### src/rtl/ym2610_pkg.sv
// Shared types and constants for the YM2610 ADPCM-A ROM bus master.
package ym2610_pkg;

    localparam int ADDR_W = 24;

    // LSB positions of the address fields carried in each multiplex phase
    localparam int LO_RAD = 0;
    localparam int LO_RAL = 8;
    localparam int HI_RAD = 10;
    localparam int HI_RAL = 18;
    localparam int HI_RAU = 20;

    typedef enum logic [2:0] {
        IDLE,
        A_LO,
        MPX_H,
        A_HI,
        MPX_L,
        RD,
        TURN
    } state_e;

endpackage

### src/rtl/ym_phase_timer.sv
// Loadable down-counter; tc_o is high while the count sits at zero.
module ym_phase_timer #(
    parameter int W = 8
) (
    input  logic         clk_i,
    input  logic         rst_i,
    input  logic         load_i,
    input  logic [W-1:0] load_val_i,
    output logic         tc_o
);

    logic [W-1:0] cnt_q;

    always_ff @(posedge clk_i) begin
        if (rst_i) begin
            cnt_q <= '0;
        end else if (load_i) begin
            cnt_q <= load_val_i;
        end else if (cnt_q != '0) begin
            cnt_q <= cnt_q - 1'b1;
        end
    end

    assign tc_o = (cnt_q == '0);

endmodule

### src/rtl/ym2610_adpcma_rom_master.sv
// ADPCM-A sample ROM initiator: multiplexed address out on RAD/RA, byte read back on RAD.
module ym2610_adpcma_rom_master
    import ym2610_pkg::*;
#(
    parameter int SETUP_CYC = 1,
    parameter int OE_CYC    = 3
) (
    input  logic              CLK_8M,
    input  logic              RESET,
    input  logic              REQ,
    input  logic [ADDR_W-1:0] ADDR,
    input  logic [7:0]        LEN,
    output logic              READY,
    output logic [7:0]        DATA,
    output logic              DATA_VALID,
    output logic              DONE,
    output logic [7:0]        RAD_OUT,
    output logic              RAD_OE,
    input  logic [7:0]        RAD_IN,
    output logic [1:0]        RA_L,
    output logic [3:0]        RA_U,
    output logic              RMPX,
    output logic              nSDROE
);

    // Timer holds N-1 so terminal count lands on the last cycle of the phase
    localparam logic [7:0] SETUP_LD = 8'(SETUP_CYC - 1);
    localparam logic [7:0] OE_LD    = 8'(OE_CYC - 1);

    state_e            state_q, state_d;
    logic [ADDR_W-1:0] cur_addr_q;
    logic [7:0]        rem_q;
    logic [7:0]        data_q;
    logic [3:0]        ra_u_q;
    logic              tmr_load;
    logic [7:0]        tmr_val;
    logic              tmr_tc;

    ym_phase_timer #(.W(8)) u_timer (
        .clk_i      (CLK_8M),
        .rst_i      (RESET),
        .load_i     (tmr_load),
        .load_val_i (tmr_val),
        .tc_o       (tmr_tc)
    );

    always_ff @(posedge CLK_8M) begin
        if (RESET) begin
            state_q    <= IDLE;
            cur_addr_q <= '0;
            rem_q      <= '0;
            data_q     <= '0;
            ra_u_q     <= '0;
        end else begin
            state_q <= state_d;
            if (state_q == IDLE && REQ) begin
                cur_addr_q <= ADDR;
                rem_q      <= LEN;
            end
            if (state_q == TURN && rem_q != 8'd0) begin
                cur_addr_q <= cur_addr_q + 1'b1;
                rem_q      <= rem_q - 1'b1;
            end
            if (state_q == RD && tmr_tc) begin
                data_q <= RAD_IN;
            end
            // RA_U is a register so it keeps the last high phase until the next one
            if (state_q == MPX_H) begin
                ra_u_q <= cur_addr_q[HI_RAU +: 4];
            end
        end
    end

    always_comb begin
        state_d    = state_q;
        tmr_load   = 1'b0;
        tmr_val    = SETUP_LD;
        READY      = 1'b0;
        RMPX       = 1'b0;
        nSDROE     = 1'b1;
        RAD_OE     = 1'b0;
        RAD_OUT    = 8'd0;
        RA_L       = 2'd0;
        DATA_VALID = 1'b0;
        DONE       = 1'b0;
        case (state_q)
            IDLE: begin
                READY = 1'b1;
                if (REQ) begin
                    state_d  = A_LO;
                    tmr_load = 1'b1;
                end
            end
            A_LO: begin
                RAD_OE  = 1'b1;
                RAD_OUT = cur_addr_q[LO_RAD +: 8];
                RA_L    = cur_addr_q[LO_RAL +: 2];
                if (tmr_tc) state_d = MPX_H;
            end
            MPX_H: begin
                RAD_OE   = 1'b1;
                RMPX     = 1'b1;
                RAD_OUT  = cur_addr_q[LO_RAD +: 8];
                RA_L     = cur_addr_q[LO_RAL +: 2];
                state_d  = A_HI;
                tmr_load = 1'b1;
            end
            A_HI: begin
                RAD_OE  = 1'b1;
                RMPX    = 1'b1;
                RAD_OUT = cur_addr_q[HI_RAD +: 8];
                RA_L    = cur_addr_q[HI_RAL +: 2];
                if (tmr_tc) state_d = MPX_L;
            end
            MPX_L: begin
                RAD_OE   = 1'b1;
                RAD_OUT  = cur_addr_q[HI_RAD +: 8];
                RA_L     = cur_addr_q[HI_RAL +: 2];
                state_d  = RD;
                tmr_load = 1'b1;
                tmr_val  = OE_LD;
            end
            RD: begin
                nSDROE = 1'b0;
                if (tmr_tc) state_d = TURN;
            end
            TURN: begin
                DATA_VALID = 1'b1;
                if (rem_q != 8'd0) begin
                    state_d  = A_LO;
                    tmr_load = 1'b1;
                end else begin
                    DONE    = 1'b1;
                    state_d = IDLE;
                end
            end
            default: state_d = IDLE;
        endcase
    end

    assign RA_U = ra_u_q;
    assign DATA = data_q;

endmodule

### config.mk
export PLATFORM = sky130hd
export DESIGN_NAME = ym2610_adpcma_rom_master
export DESIGN_NICKNAME = d
export VERILOG_FILES = /design/src/rtl/ym2610_pkg.sv /design/src/rtl/ym_phase_timer.sv /design/src/rtl/ym2610_adpcma_rom_master.sv
export SDC_FILE = /design/constraint.sdc
export NUM_CORES = 1
export LEC_CHECK = 0
export CORE_ASPECT_RATIO = 0.9
export CORE_MARGIN = 4
export CORE_UTILIZATION = 25
export DETAILED_ROUTE_END_ITERATION = 8
export PLACE_DENSITY = 0.47
export SYNTH_ARGS = -nofsm -noshare
export SYNTH_HDL_FRONTEND = slang
export SYNTH_SLANG_ARGS = --single-unit
### constraint.sdc
create_clock -name CLK_8M -period 2.5 [get_ports CLK_8M]
set_input_delay 0.5 -clock CLK_8M [delete_from_list [all_inputs] [get_ports CLK_8M]]
set_output_delay 0.5 -clock CLK_8M [all_outputs]
set_load 0.005 [all_outputs]
==> impl_results.md <==
- Status: completed
- Final hold viol count: 0
- WL final: roughly 10 mm
- VDD IR max: 0.000355 V
- Core footprint: roughly 12000 µm²
- Worst Path Class, Setup: flip-flop to output pin
- GR Layer Usage met1: between 10% and 20%
- Seq/Total Area, Yosys: a little over a third
- Drt via density: between 5 and 6
- Layout cells sized above 1: between 10 and 15%
- Synthesized instance count: just over 400
- Worst Setup End Kind: output pin
- Area delta synth->final: 40.5%
- Fin crit share: between 90% and 100%
- Largest net degree at the start of global routing: 39
- Grt peak-use layer: met2
- Fin Clk Skew: between 10 and 15 ps
- Die Area: 14500 µm²
- Most common cell after layout, fill and taps aside: clkdlybuf4s50_1
- First-pass detailed-route iteration total: 5
- Biggest cell delay along the critical path: between 500 and 600 ps
- WP data arrival: between 1500 and 2000 ps
- Met2 Usage GRT: a little over a fifth
- Library cells used by synthesis: 56
- Crit-path leading delay family: buffers and inverters
- Diodes inserted: 0
- Slew headroom: about 64%
- Setup tns final: 0 ps
- IO Count: 71
- DP Area: around 4200 µm²
- Worst hold slack: about 480 ps
- Yosys warning count: 0
- Remaining global-route overflow: 0
- FMAX: 412 MHz
- Root buffer cell: clkbuf_16
- WP buf/inv: 2
- Placed insts: around 640
- Clock slew at reported path FFs: 70 ps
- Gr usage total: between 10 and 15%
- Required @ worst endpoint: ~2000 ps
- Primary FF master, synth: dfxtp_1
- Maximum clock insertion buffer count: 2
- Final Max Tran Viols: 0
- Synthesized area per cell: 7.78 µm²
- Post-synth ARST share: 0%
- Setup violators final: 0
- Post-DRT Antenna Nets: 0
- Max cap viols: 0
- Slew @ Worst Pin: 537 ps
- First-pass GRT wire length: 16.6 mm
- EDFF count, synth: 0
- Clock sink total: 55
- IO buf count: 70
- Dpl hpwl: about 7.6 mm
- CP max FO: 8
- CP cell instances: nand2b_1, nor2_2, buf_4, nand2_1, o21ai_0, clkdlybuf4s50_1
- Fin area: around 4400 µm²
- Tmin final: 2430 ps
- Nets: about 540
- Final Non-Filler Cells: about 650
- Routability congestion estimate: between 0.8 and 0.9
- Starting DRT DRC Count: approximately 270
- Initial antenna violation count: 0
- Via count: ~3300
- Area of the mapped netlist: approximately 3200 µm²
- FP Rows: 38
- Clock buffer count from CTS: 5
- Drc violations: 0
- Max stage delay cell, worst path: clkdlybuf4s50_1
- Hold crit path type: flip-flop to flip-flop
- GR met3 Demand/Resource: under 10%
- Detailed-route wire length per cell: 15.7 µm
- Die Ht: about 110 µm
- Number of global-route vias before repair: roughly 3300
- Pwr dens: a little over 800 nW/µm²
- TritonCTS clock tree: done
- Die width: approximately 130 µm
- Worst skew pair latency: about 300 ps
- Leak Pwr: 1.65 nW
- Syn nets: ~450
- Initial Utilization: between 20% and 30%
- FF+latch count, synth: 55
- H-Tree Depth: 2
- Worst Setup Start Kind: flip-flop
- Cts hold-fix bufs: 0
- Most frequent cells in the layout: clkdlybuf4s50_1, dfxtp_1, nand2_1, nor2_1, buf_4
## sequential cells by signal, indices dropped and copies added, names as in the netlist
register       cells
DATA               8
RA_U               4
cur_addr_q        24
rem_q              8
state_q            3
u_timer.cnt_q      8
## stage by stage
stage	utilization, %	total power [W]	setup WS, ps
2_1_floorplan	-	0.00220	460
3_3_place_gp	34.5	0.00281	142
3_5_place_dp	34.5	0.00283	148
4_1_cts	36.1	0.00370	-65.8
5_1_grt	36.4	0.00396	-21.6
6_report	36.4	0.00368	72.7
## layout make-up
type                    instances  area [µm²]
clock buffers                   5         125
clock inverters                 3        46.3
fillers                      1306        7740
inverters                      12        45.0
multi-input cells             307        1890
flip-flops and latches         55        1110
well taps                     160         200
repair buffers                106        1010
## repair_timing
| action | in CTS | in global routing |
|---|---|---|
| gates resized for setup | 6 | 13 |
| gates cloned | 0 | 0 |
| pin swaps | 0 | 1 |
| endpoints found under the setup margin | 9 | 11 |
| buffers inserted | 0 | 1 |
## worst paths after layout
check,slack [ps],to,depth (start not counted),from
hold reg to reg,480,RA_U[1]$_SDFFE_PP0P_,2,RA_U[1]$_SDFFE_PP0P_
setup reg to reg,280,cur_addr_q[13]$_SDFFE_PP0P_,8,rem_q[0]$_SDFFE_PP0P_
hold / removal,480,RA_U[1]$_SDFFE_PP0P_,2,RA_U[1]$_SDFFE_PP0P_
setup / recovery,70,RAD_OUT[6],6,state_q[1]$_SDFFE_PP0P_
## logic make-up (layout without fill, tap and decap cells)
family,after synthesis,after routing,synth area share (%)
AOI/OAI and AO/OA,116,116,23.8
adders and majority gates,5,5,1.99
xor gates and xnor gates,6,6,1.67
DFF,55,55,34.9
and+or+nand+nor,163,163,26.0
buffers and inverters,43,126,5.88
muxes,17,17,5.76
## worst reg2reg max path: cells and delay by family (launching register included)
kind            cells  cell delay (ps)
buf+inv             2              190
flops               1              330
simple gates        3             1220
fa+ha+maj           1              180
compound gates      2              220
## report_power, final
group	switching [W]	internal (W)	total, W
sequential	0.000210	0.00105	0.00126
combinational	0.000802	0.000796	0.00160
clock	0.000352	0.000477	0.000829
total	0.00136	0.00232	0.00368
## synthesized netlist by cell type, types with 2 or more instances
cell type	instances	area share (%)
a2111oi_0	2	0.56
a211o_1	2	0.56
a21oi_1	30	4.8
a221oi_1	4	1.1
a22o_1	2	0.56
a22oi_1	11	2.6
a2bb2oi_1	5	1.4
a31oi_1	10	2.0
a32oi_1	4	1.1
and3_1	4	0.79
and4_1	3	0.83
buf_1	2	0.24
buf_2	9	1.4
clkbuf_1	17	2.0
dfxtp_1	55	35
ha_1	5	2.0
inv_1	12	1.4
mux2_2	9	3.2
mux2i_1	8	2.5
nand2_1	41	4.9
nand2b_1	4	0.79
nand3_1	17	2.7
nand3b_1	2	0.48
nand4_1	10	2.0
nor2_1	42	5.0
nor2b_1	2	0.40
nor3_1	10	1.6
nor4_1	7	1.4
o211ai_1	5	1.2
o21a_1	3	0.71
o21ai_0	27	4.3
o311ai_0	4	1.1
or3_1	6	1.2
or3b_2	2	0.56
or4_1	4	0.95
xnor2_1	4	1.1
xor2_1	2	0.56
## routing by layer
| layer | vias up | routed length [µm] |
|---|---|---|
| met2 | 100 | 4440 |
| met3 | 14 | 517 |
| met4 | 0 | 133 |
| li1 | 1650 | - |
| met5 | - | 0 |
| met1 | 1560 | 5060 |
Power figures use the tool's default switching activity.
